==> config.mk <==
export PLATFORM = sky130hd
export DESIGN_NAME = wb_port_sequencer_flat
export DESIGN_NICKNAME = d
export VERILOG_FILES = /design/src/rtl/wb_port_sequencer_if.sv /design/src/rtl/wb_port_sequencer.sv /design/src/flat_wrapper.sv
export SDC_FILE = /design/constraint.sdc
export NUM_CORES = 1
export LEC_CHECK = 0
export ABC_AREA = 1
export BUFFER_PORTS_ARGS = -buffer_cell sky130_fd_sc_hd__buf_4
export CAP_MARGIN = 20
export CORE_AREA = 2 2 97 99
export DETAILED_ROUTE_END_ITERATION = 8
export DIE_AREA = 0 0 99 101
export PLACE_DENSITY = 0.76
export SYNTH_ARGS = -nofsm -noshare
export SYNTH_HDL_FRONTEND = slang
export SYNTH_SLANG_ARGS = --single-unit
==> constraint.sdc <==
create_clock -name clk -period 3.6 [get_ports clk]
set_clock_uncertainty 0.15 [all_clocks]
set_input_delay 0.36 -clock clk [delete_from_list [all_inputs] [get_ports clk]]
set_output_delay 0.36 -clock clk [all_outputs]
set_load 0.05 [all_outputs]
==> src/rtl/wb_port_sequencer_if.sv <==
// MEM/WB-to-register-file bus for wb_port_sequencer.
// master = pipeline side driving MEM/WB, slave = the sequencer.
interface wb_port_sequencer_if #(
  parameter int DATA_W = 16,
  parameter int REG_AW = 4
);
  logic [DATA_W-1:0] memwbALUout;
  logic [DATA_W-1:0] memwbRD1;
  logic [DATA_W-1:0] memwbRD15;
  logic [REG_AW-1:0] memwbOP1;
  logic [REG_AW-1:0] memwbOP2;
  logic [2:0]        memwbregWrite;
  logic              memwbF;
  logic              memwbOF;
  logic              rfWrEn;
  logic [REG_AW-1:0] rfWrAddr;
  logic [DATA_W-1:0] rfWrData;
  logic              wbStall;
  logic              halted;
  logic              ovfExc;

  modport master (
    output memwbALUout, memwbRD1, memwbRD15, memwbOP1, memwbOP2,
           memwbregWrite, memwbF, memwbOF,
    input  rfWrEn, rfWrAddr, rfWrData, wbStall, halted, ovfExc
  );

  modport slave (
    input  memwbALUout, memwbRD1, memwbRD15, memwbOP1, memwbOP2,
           memwbregWrite, memwbF, memwbOF,
    output rfWrEn, rfWrAddr, rfWrData, wbStall, halted, ovfExc
  );
endinterface

==> src/rtl/wb_port_sequencer.sv <==
// Serialises up to three register writes per MEM/WB instruction onto one write port.
// Optional WB_STATS_EN adds a saturating stallCount output.
module wb_port_sequencer #(
  parameter int DATA_W   = 16,
  parameter int REG_AW   = 4,
  parameter int R15_ADDR = 15
) (
  input  logic                clk,
  input  logic                reset,
  wb_port_sequencer_if.slave  bus
`ifdef WB_STATS_EN
  ,
  output logic [15:0]         stallCount
`endif
);

  typedef enum logic [1:0] {IDLE, ISSUE, HALT} state_t;

  localparam logic [REG_AW-1:0] R15 = REG_AW'(R15_ADDR);

  state_t            state_q, state_d;
  logic [2:0]        pend_q, pend_d;
  logic [DATA_W-1:0] alu_q, alu_d, rd1_q, rd1_d, rd15_q, rd15_d;
  logic [REG_AW-1:0] op1_q, op1_d, op2_q, op2_d;
  logic              f_q, f_d;
  logic              wr_en_q, wr_en_d;
  logic [REG_AW-1:0] wr_addr_q, wr_addr_d;
  logic [DATA_W-1:0] wr_data_q, wr_data_d;
  logic              stall_q, stall_d;
  logic              halted_q, halted_d;
  logic              ovf_q, ovf_d;

  logic [2:0]        src_mask, low_bit, rem_mask;
  logic [DATA_W-1:0] cur_alu, cur_rd1, cur_rd15;
  logic [REG_AW-1:0] cur_op1, cur_op2;

  // In IDLE the write is picked straight from the inputs so it issues on the accept edge.
  always_comb begin
    if (state_q == IDLE) begin
      src_mask = bus.memwbregWrite;
      cur_alu  = bus.memwbALUout;
      cur_rd1  = bus.memwbRD1;
      cur_rd15 = bus.memwbRD15;
      cur_op1  = bus.memwbOP1;
      cur_op2  = bus.memwbOP2;
    end else begin
      src_mask = pend_q;
      cur_alu  = alu_q;
      cur_rd1  = rd1_q;
      cur_rd15 = rd15_q;
      cur_op1  = op1_q;
      cur_op2  = op2_q;
    end
    low_bit  = src_mask & (~src_mask + 3'd1);
    rem_mask = src_mask & ~low_bit;
  end

  always_comb begin
    state_d   = state_q;
    pend_d    = pend_q;
    alu_d     = alu_q;
    rd1_d     = rd1_q;
    rd15_d    = rd15_q;
    op1_d     = op1_q;
    op2_d     = op2_q;
    f_d       = f_q;
    wr_en_d   = 1'b0;
    wr_addr_d = '0;
    wr_data_d = '0;
    stall_d   = 1'b0;
    halted_d  = halted_q;
    ovf_d     = 1'b0;

    unique case (low_bit)
      3'b001:  begin wr_addr_d = cur_op1; wr_data_d = cur_alu;  end
      3'b010:  begin wr_addr_d = cur_op2; wr_data_d = cur_rd1;  end
      3'b100:  begin wr_addr_d = R15;     wr_data_d = cur_rd15; end
      default: begin wr_addr_d = '0;      wr_data_d = '0;       end
    endcase

    unique case (state_q)
      IDLE: begin
        ovf_d = bus.memwbOF;
        if (bus.memwbOF || bus.memwbregWrite == 3'b000) begin
          wr_addr_d = '0;
          wr_data_d = '0;
          pend_d    = 3'b000;
          if (bus.memwbF) begin
            state_d  = HALT;
            halted_d = 1'b1;
            stall_d  = 1'b1;
          end
        end else begin
          wr_en_d = 1'b1;
          pend_d  = rem_mask;
          alu_d   = bus.memwbALUout;
          rd1_d   = bus.memwbRD1;
          rd15_d  = bus.memwbRD15;
          op1_d   = bus.memwbOP1;
          op2_d   = bus.memwbOP2;
          f_d     = bus.memwbF;
          if (rem_mask != 3'b000) begin
            state_d = ISSUE;
            stall_d = 1'b1;
          end else if (bus.memwbF) begin
            state_d = HALT;
          end
        end
      end
      ISSUE: begin
        wr_en_d = 1'b1;
        pend_d  = rem_mask;
        stall_d = (rem_mask != 3'b000);
        if (rem_mask == 3'b000) state_d = f_q ? HALT : IDLE;
      end
      HALT: begin
        wr_addr_d = '0;
        wr_data_d = '0;
        pend_d    = 3'b000;
        halted_d  = 1'b1;
        stall_d   = 1'b1;
      end
      default: begin
        state_d   = IDLE;
        wr_addr_d = '0;
        wr_data_d = '0;
      end
    endcase
  end

  always_ff @(posedge clk) begin
    if (!reset) begin
      state_q   <= IDLE;
      pend_q    <= '0;
      alu_q     <= '0;
      rd1_q     <= '0;
      rd15_q    <= '0;
      op1_q     <= '0;
      op2_q     <= '0;
      f_q       <= 1'b0;
      wr_en_q   <= 1'b0;
      wr_addr_q <= '0;
      wr_data_q <= '0;
      stall_q   <= 1'b0;
      halted_q  <= 1'b0;
      ovf_q     <= 1'b0;
    end else begin
      state_q   <= state_d;
      pend_q    <= pend_d;
      alu_q     <= alu_d;
      rd1_q     <= rd1_d;
      rd15_q    <= rd15_d;
      op1_q     <= op1_d;
      op2_q     <= op2_d;
      f_q       <= f_d;
      wr_en_q   <= wr_en_d;
      wr_addr_q <= wr_addr_d;
      wr_data_q <= wr_data_d;
      stall_q   <= stall_d;
      halted_q  <= halted_d;
      ovf_q     <= ovf_d;
    end
  end

  assign bus.rfWrEn   = wr_en_q;
  assign bus.rfWrAddr = wr_addr_q;
  assign bus.rfWrData = wr_data_q;
  assign bus.wbStall  = stall_q;
  assign bus.halted   = halted_q;
  assign bus.ovfExc   = ovf_q;

`ifdef WB_STATS_EN
  logic [15:0] stall_cnt_q, stall_cnt_d;

  // Halt also raises wbStall, but those cycles are not write-back stalls.
  always_comb begin
    stall_cnt_d = stall_cnt_q;
    if (stall_q && !halted_q && stall_cnt_q != 16'hFFFF) stall_cnt_d = stall_cnt_q + 16'd1;
  end

  always_ff @(posedge clk) begin
    if (!reset) stall_cnt_q <= '0;
    else        stall_cnt_q <= stall_cnt_d;
  end

  assign stallCount = stall_cnt_q;
`endif

endmodule

==> src/flat_wrapper.sv <==
// flat-port wrapper written by rule: the top's interface ports become plain ports
module wb_port_sequencer_flat 
#(
  parameter int DATA_W   = 16,
  parameter int REG_AW   = 4,
  parameter int R15_ADDR = 15
)
  (clk, reset, bus_memwbALUout, bus_memwbRD1, bus_memwbRD15, bus_memwbOP1, bus_memwbOP2, bus_memwbregWrite, bus_memwbF, bus_memwbOF, bus_rfWrEn, bus_rfWrAddr, bus_rfWrData, bus_wbStall, bus_halted, bus_ovfExc);
  wb_port_sequencer_if #(.DATA_W(DATA_W), .REG_AW(REG_AW)) bus_i ();
  input  logic clk;
  input  logic reset;
  input wire logic [$bits(bus_i.memwbALUout)-1:0] bus_memwbALUout;
  input wire logic [$bits(bus_i.memwbRD1)-1:0] bus_memwbRD1;
  input wire logic [$bits(bus_i.memwbRD15)-1:0] bus_memwbRD15;
  input wire logic [$bits(bus_i.memwbOP1)-1:0] bus_memwbOP1;
  input wire logic [$bits(bus_i.memwbOP2)-1:0] bus_memwbOP2;
  input wire logic [$bits(bus_i.memwbregWrite)-1:0] bus_memwbregWrite;
  input wire logic [$bits(bus_i.memwbF)-1:0] bus_memwbF;
  input wire logic [$bits(bus_i.memwbOF)-1:0] bus_memwbOF;
  output wire logic [$bits(bus_i.rfWrEn)-1:0] bus_rfWrEn;
  output wire logic [$bits(bus_i.rfWrAddr)-1:0] bus_rfWrAddr;
  output wire logic [$bits(bus_i.rfWrData)-1:0] bus_rfWrData;
  output wire logic [$bits(bus_i.wbStall)-1:0] bus_wbStall;
  output wire logic [$bits(bus_i.halted)-1:0] bus_halted;
  output wire logic [$bits(bus_i.ovfExc)-1:0] bus_ovfExc;
  assign bus_i.memwbALUout = bus_memwbALUout;
  assign bus_i.memwbRD1 = bus_memwbRD1;
  assign bus_i.memwbRD15 = bus_memwbRD15;
  assign bus_i.memwbOP1 = bus_memwbOP1;
  assign bus_i.memwbOP2 = bus_memwbOP2;
  assign bus_i.memwbregWrite = bus_memwbregWrite;
  assign bus_i.memwbF = bus_memwbF;
  assign bus_i.memwbOF = bus_memwbOF;
  assign bus_rfWrEn = bus_i.rfWrEn;
  assign bus_rfWrAddr = bus_i.rfWrAddr;
  assign bus_rfWrData = bus_i.rfWrData;
  assign bus_wbStall = bus_i.wbStall;
  assign bus_halted = bus_i.halted;
  assign bus_ovfExc = bus_i.ovfExc;
  wb_port_sequencer #(.DATA_W(DATA_W), .REG_AW(REG_AW), .R15_ADDR(R15_ADDR)) u_core (.clk(clk), .reset(reset), .bus(bus_i));
endmodule
# Word-level counts from Yosys, hierarchy flattened
# Cells that the tools add are included.
# classes
eq_ne,8
add_sub_neg,1
mux,29
n_reduce_logical,11
n_bitwise,6
# ops
cell,count
16-bit two-way mux,4
16-bit case mux with 3 select lines,1
16-bit case mux with 2 select lines,1
4-bit two-way mux,3
4-bit case mux with 3 select lines,1
2-bit two-way mux,5
3-bit case mux with 3 select lines,1
4-bit case mux with 2 select lines,1
3-bit bitwise AND,2
3-bit logical NOT,2
1-bit two-way mux,6
3-bit two-way mux,2
3-bit inverter,2
2-bit case mux with 3 select lines,1
2-bit AND reduction,3
3-bit nonzero test,2
"2-bit inequality test, second input constant",2
1-bit case mux with 2 select lines,2
"3-bit by 1-bit adder with 3-bit output, second input constant",1
"3-bit by 1-bit == test with 1-bit output, second input constant",1
"3-bit by 2-bit == test with 1-bit output, second input constant",1
"3-bit == test, second input constant",1
1-bit case mux with 3 select lines,1
3-bit AND reduction,1
other kinds (7),8
# word_totals
wordCells,69
output_inout_bits,24
in_bits,63
reg_bits,86

# Longest topological paths before layout
# depth
word_depth,11
mapped_depth,13

# Worst setup path after synthesis
# Ideal clock, no wire load.
# synth_path
kind,flip-flop to flip-flop
start,register u_core.state_q[1]
end,"register u_core.wr_data_q[12], in the netlist u_core.bus.rfWrData[12]"
stages_incl_launch_ff,10
t_arrival_ns,1.452
period_less_slack_ns,1.720
setup_time_ns,0.118
slack_ns,1.880
required_ns,3.332
path_cell_list,dfxtp_1 -> inv_1 -> ha_1 -> buf_4 -> buf_4 -> buf_2 -> a21oi_1 -> nor2_1 -> nor3_1 -> nor2_1
# synth_between
elab_chain_len,9
elab_cells_between_ends,15
cone_classes,1 x add/sub; 4 x eq/ne; 7 x mux; 2 x bitwise; 1 x reduce/logical
# synth_lines
element,line,rtl
start: declaration,wb_port_sequencer.sv:21,"state_t state_q, state_d;"
start signal: assignment,wb_port_sequencer.sv:148,state_q <= state_d;
2-bit logical NOT,"wb_port_sequencer.sv:39, wb_port_sequencer.sv:81",
3-bit two-way mux,wb_port_sequencer.sv:39,if (state_q == IDLE) begin
3-bit inverter,wb_port_sequencer.sv:54,low_bit = src_mask & (~src_mask + 3'd1);
3-bit by 1-bit adder with 3-bit output,wb_port_sequencer.sv:54,
3-bit bitwise AND,wb_port_sequencer.sv:54,
3-bit == test (tied with other cells),wb_port_sequencer.sv:74,unique case (low_bit)
16-bit case mux with 3 select lines,wb_port_sequencer.sv:74,
16-bit two-way mux,wb_port_sequencer.sv:84,if (bus.memwbOF || bus.memwbregWrite == 3'b000) begin
16-bit case mux with 2 select lines (*),wb_port_sequencer.sv:81,unique case (state_q)
end signal: assignment,wb_port_sequencer.sv:158,wr_data_q <= wr_data_d;
end: declaration,wb_port_sequencer.sv:28,"logic [DATA_W-1:0] wr_data_q, wr_data_d;"
# Mark *: on every way between the ends. The rest lies on a longest branch, timed or not.
# A chain may end at the register's enable or synchronous reset.

# Worst setup path after layout
# layout_path
start,register u_core.state_q[0]
end,"register u_core.wr_data_q[0], in the netlist u_core.bus.rfWrData[0]"
# The elaborated chain is that of the path after synthesis.

==> reports/qor.yml <==
routing:
  via_count: 3910
  ant_nets: 0
  routed_wl_um: 10600
  wl_per_cell_um: 14.2
  initialDrtViolationCount: 417
  viasPerCell: 5.23
  drc: 0
  drt_pass1_iterations: 5
timing:
  rsz0062_at_grt: "false"
  hold_viol_final: 0
  max_slew_margin_pct: 39.1
  setup_viol: 0
  hold_slack_ns: 0.0937
  fin_crit_sh_pct: 81.2
  fin_crit_ns: 2.92
  tns_ns: 0
  fmax_mhz: 342
  worstMarginPinSlew_ns: 0.911
  drv_slew: 0
yosys:
  synth_nets: 634
  syn-cell-area_um2: 3900
  yosys_warnings: 0
  syn_inst: 566
  synth-seq-cells: 85
  synth-seq-area-share_pct: 43.6
  synth.distinct_cells: 28
  synth.avg_cell_area_um2: 6.89
worst_setup_path:
  cp_slowest_cell: "nand4_1"
  path_max_fanout: 49
  crit_chain: "inv_1, ha_2, inv_6, nand2_2, nand2_2, nand4_1, nor2_1, nor3_1, nor2_1"
  rr_worst_depth: 9
  startpoint: "u_core.state_q[0]$_SDFFE_PN0N_"
  path_buf_inv: 2
  r2r-end: "u_core.bus.rfWrData[0]$_SDFF_PN0_"
  required_ns: 3.73
  rr_startpoint: "u_core.state_q[0]$_SDFFE_PN0N_"
  arrival_ns: 3.05
  startpoint_type: "flop"
  crit_family: "simple AND/OR/NAND/NOR gates"
  rrSetupSlack_ns: 0.68
  setup.worst_path.end_class: "flop"
  crit_path_max_incr_delay_ns: 0.70
  worst-path-stages: 9
  crit_type: "reg2reg"
  endpoint: "u_core.bus.rfWrData[0]$_SDFF_PN0_"
clock_network:
  clock_path_buffers: 2
  clk_pin_slew_ns: 0.09
  cts_inserted_buffers: 9
  htreeDepth: 3
  worst_skew_pair.late_latency_ns: 0.35
  clock-sinks: 85
  cts_tree: "done"
  cts_resized: 0
  cts_setup_buffers: 0
  root_buffer: "clkbuf_8"
  postCtsHoldBufs: 0
finish:
  num-nets-final: 699
  drive_above_1_share_pct: 19.2
  area_delta_synth_final_pct: 21.5
  final_cell_mix: "nor2_1, nand2_1, a21oi_1, buf_4, dfxtp_1"
  diodes: 0
  final_common_cell: "nor2_1"
floorplan:
  core.rowCount: 35
  core-area_um2: 8980
  pin_count: 87
  die_h_um: 101
  start_util_pct: 43.4
  dieArea_um2: 10000
  die_w_um: 99
power:
  p_leak_nw: 2.08
  power_density_nw_per_um2: 742
  vdd_drop_max_v: 0.000369
  total_power_mw: 3.52
grt:
  antenna_found_initial: 0
  grt_pass1_wl_um: 16700
  grt_remaining_overflow: 0
  grtUsageTotal_pct: 20.9
  grt_max_degree: 57
  grt_pass1_vias: 3480
placed_design:
  portBuffers: 86
  dp_hpwl_um: 7180
  gp_congestion: 0.905
status:
  outcome: "finished clean"
hold_path:
  hp-class: "in2reg"
run:
  drv.max_cap_violation_count: 0
==> area by class of cell <==
| cell class | count | area [um2] |
|---|---|---|
| clock inverters | 5 | 58.8 |
| flip-flops and latches | 85 | 1700 |
| multi-input cells | 404 | 1850 |
| inverters | 39 | 151 |
| well taps | 111 | 139 |
| repair buffers | 92 | 691 |
| clock buffers | 11 | 151 |
| fillers | 856 | 4240 |
==> per-layer routing <==
metal / global-route usage (%) / vias to the layer above / routed length, um
met4: 8.96 / 0 / 186
met3: 3.12 / 19 / 657
li1: - / 1953 / -
met1: 28.2 / 1781 / 4810
met2: 33.3 / 157 / 4970
met5: 0 / - / 0
==> logic make-up after synthesis <==
kind of cell	after synthesis	share of synthesized area, %
DFF	85	43.6
adders and majority gates	5	1.60
and+or+nand+nor	239	24.7
buffers and inverters	77	9.08
AOI/OAI and AO/OA	160	21.0
==> synthesized netlist by cell type (all sizes together) <==
library cell | instances | share of area [%]
nor2 | 114 | 11
nand2 | 100 | 10
a21oi | 93 | 12
dfxtp | 85 | 44
o21ai | 62 | 8.0
inv | 38 | 3.8
buf | 25 | 3.9
nor3 | 17 | 2.2
clkbuf | 13 | 1.3
nand3 | 6 | 0.90
ha | 5 | 1.6
a211oi | 3 | 0.58
a21boi | 1 | 0.19
clkinv | 1 | 0.096
nand4 | 1 | 0.16
nor3b | 1 | 0.19
o21a | 1 | 0.22
==> where the power goes <==
group | switching, mW | internal, mW | total, mW
combinational | 1.11 | 0.480 | 1.59
sequential | 0.0815 | 1.14 | 1.22
clock | 0.342 | 0.359 | 0.701
total | 1.54 | 1.98 | 3.52
==> worst min-delay path, stage by stage <==
cell,delay [ns]
buf_4,0.09
nor2_1,0.04
nor2_1,0.08
==> how the worst min path moves through the flow <==
stage               cells past startpoint                            end                          start
floorplan                               2   u_core.op1_q[0]$_SDFFE_PN0P_   u_core.op1_q[0]$_SDFFE_PN0P_
finish                                  3   u_core.alu_q[7]$_SDFFE_PN0P_             bus_memwbALUout[7]
detailed placement                      2  u_core.rd15_q[1]$_SDFFE_PN0P_  u_core.rd15_q[1]$_SDFFE_PN0P_
global route                            3   u_core.alu_q[3]$_SDFFE_PN0P_             bus_memwbALUout[3]
global placement                        2  u_core.rd15_q[0]$_SDFFE_PN0P_  u_core.rd15_q[0]$_SDFFE_PN0P_
CTS                                     3   u_core.alu_q[6]$_SDFFE_PN0P_             bus_memwbALUout[6]
==> sequential cells by signal, indices dropped and copies added, names as in the netlist <==
signal               cells
u_core.pend_q            2
u_core.bus.wbStall       1
u_core.alu_q            16
u_core.bus.ovfExc        1
u_core.bus.rfWrEn        1
u_core.f_q               1
u_core.op2_q             4
u_core.rd15_q           16
u_core.op1_q             4
u_core.bus.rfWrAddr      4
u_core.state_q           2
u_core.bus.halted        1
u_core.bus.rfWrData     16
u_core.rd1_q            16
==> through the flow <==
stage	setup WS, ns	util (%)	area (um2)	cells
floorplan	1.88	-	3900	566
global placement	0.928	50.4	4530	731
detailed placement	0.810	50.4	4530	731
CTS	0.771	52.8	4740	747
global route	0.512	52.8	4740	747
finish	0.676	52.8	4740	747
Power figures use the tool's default switching activity.
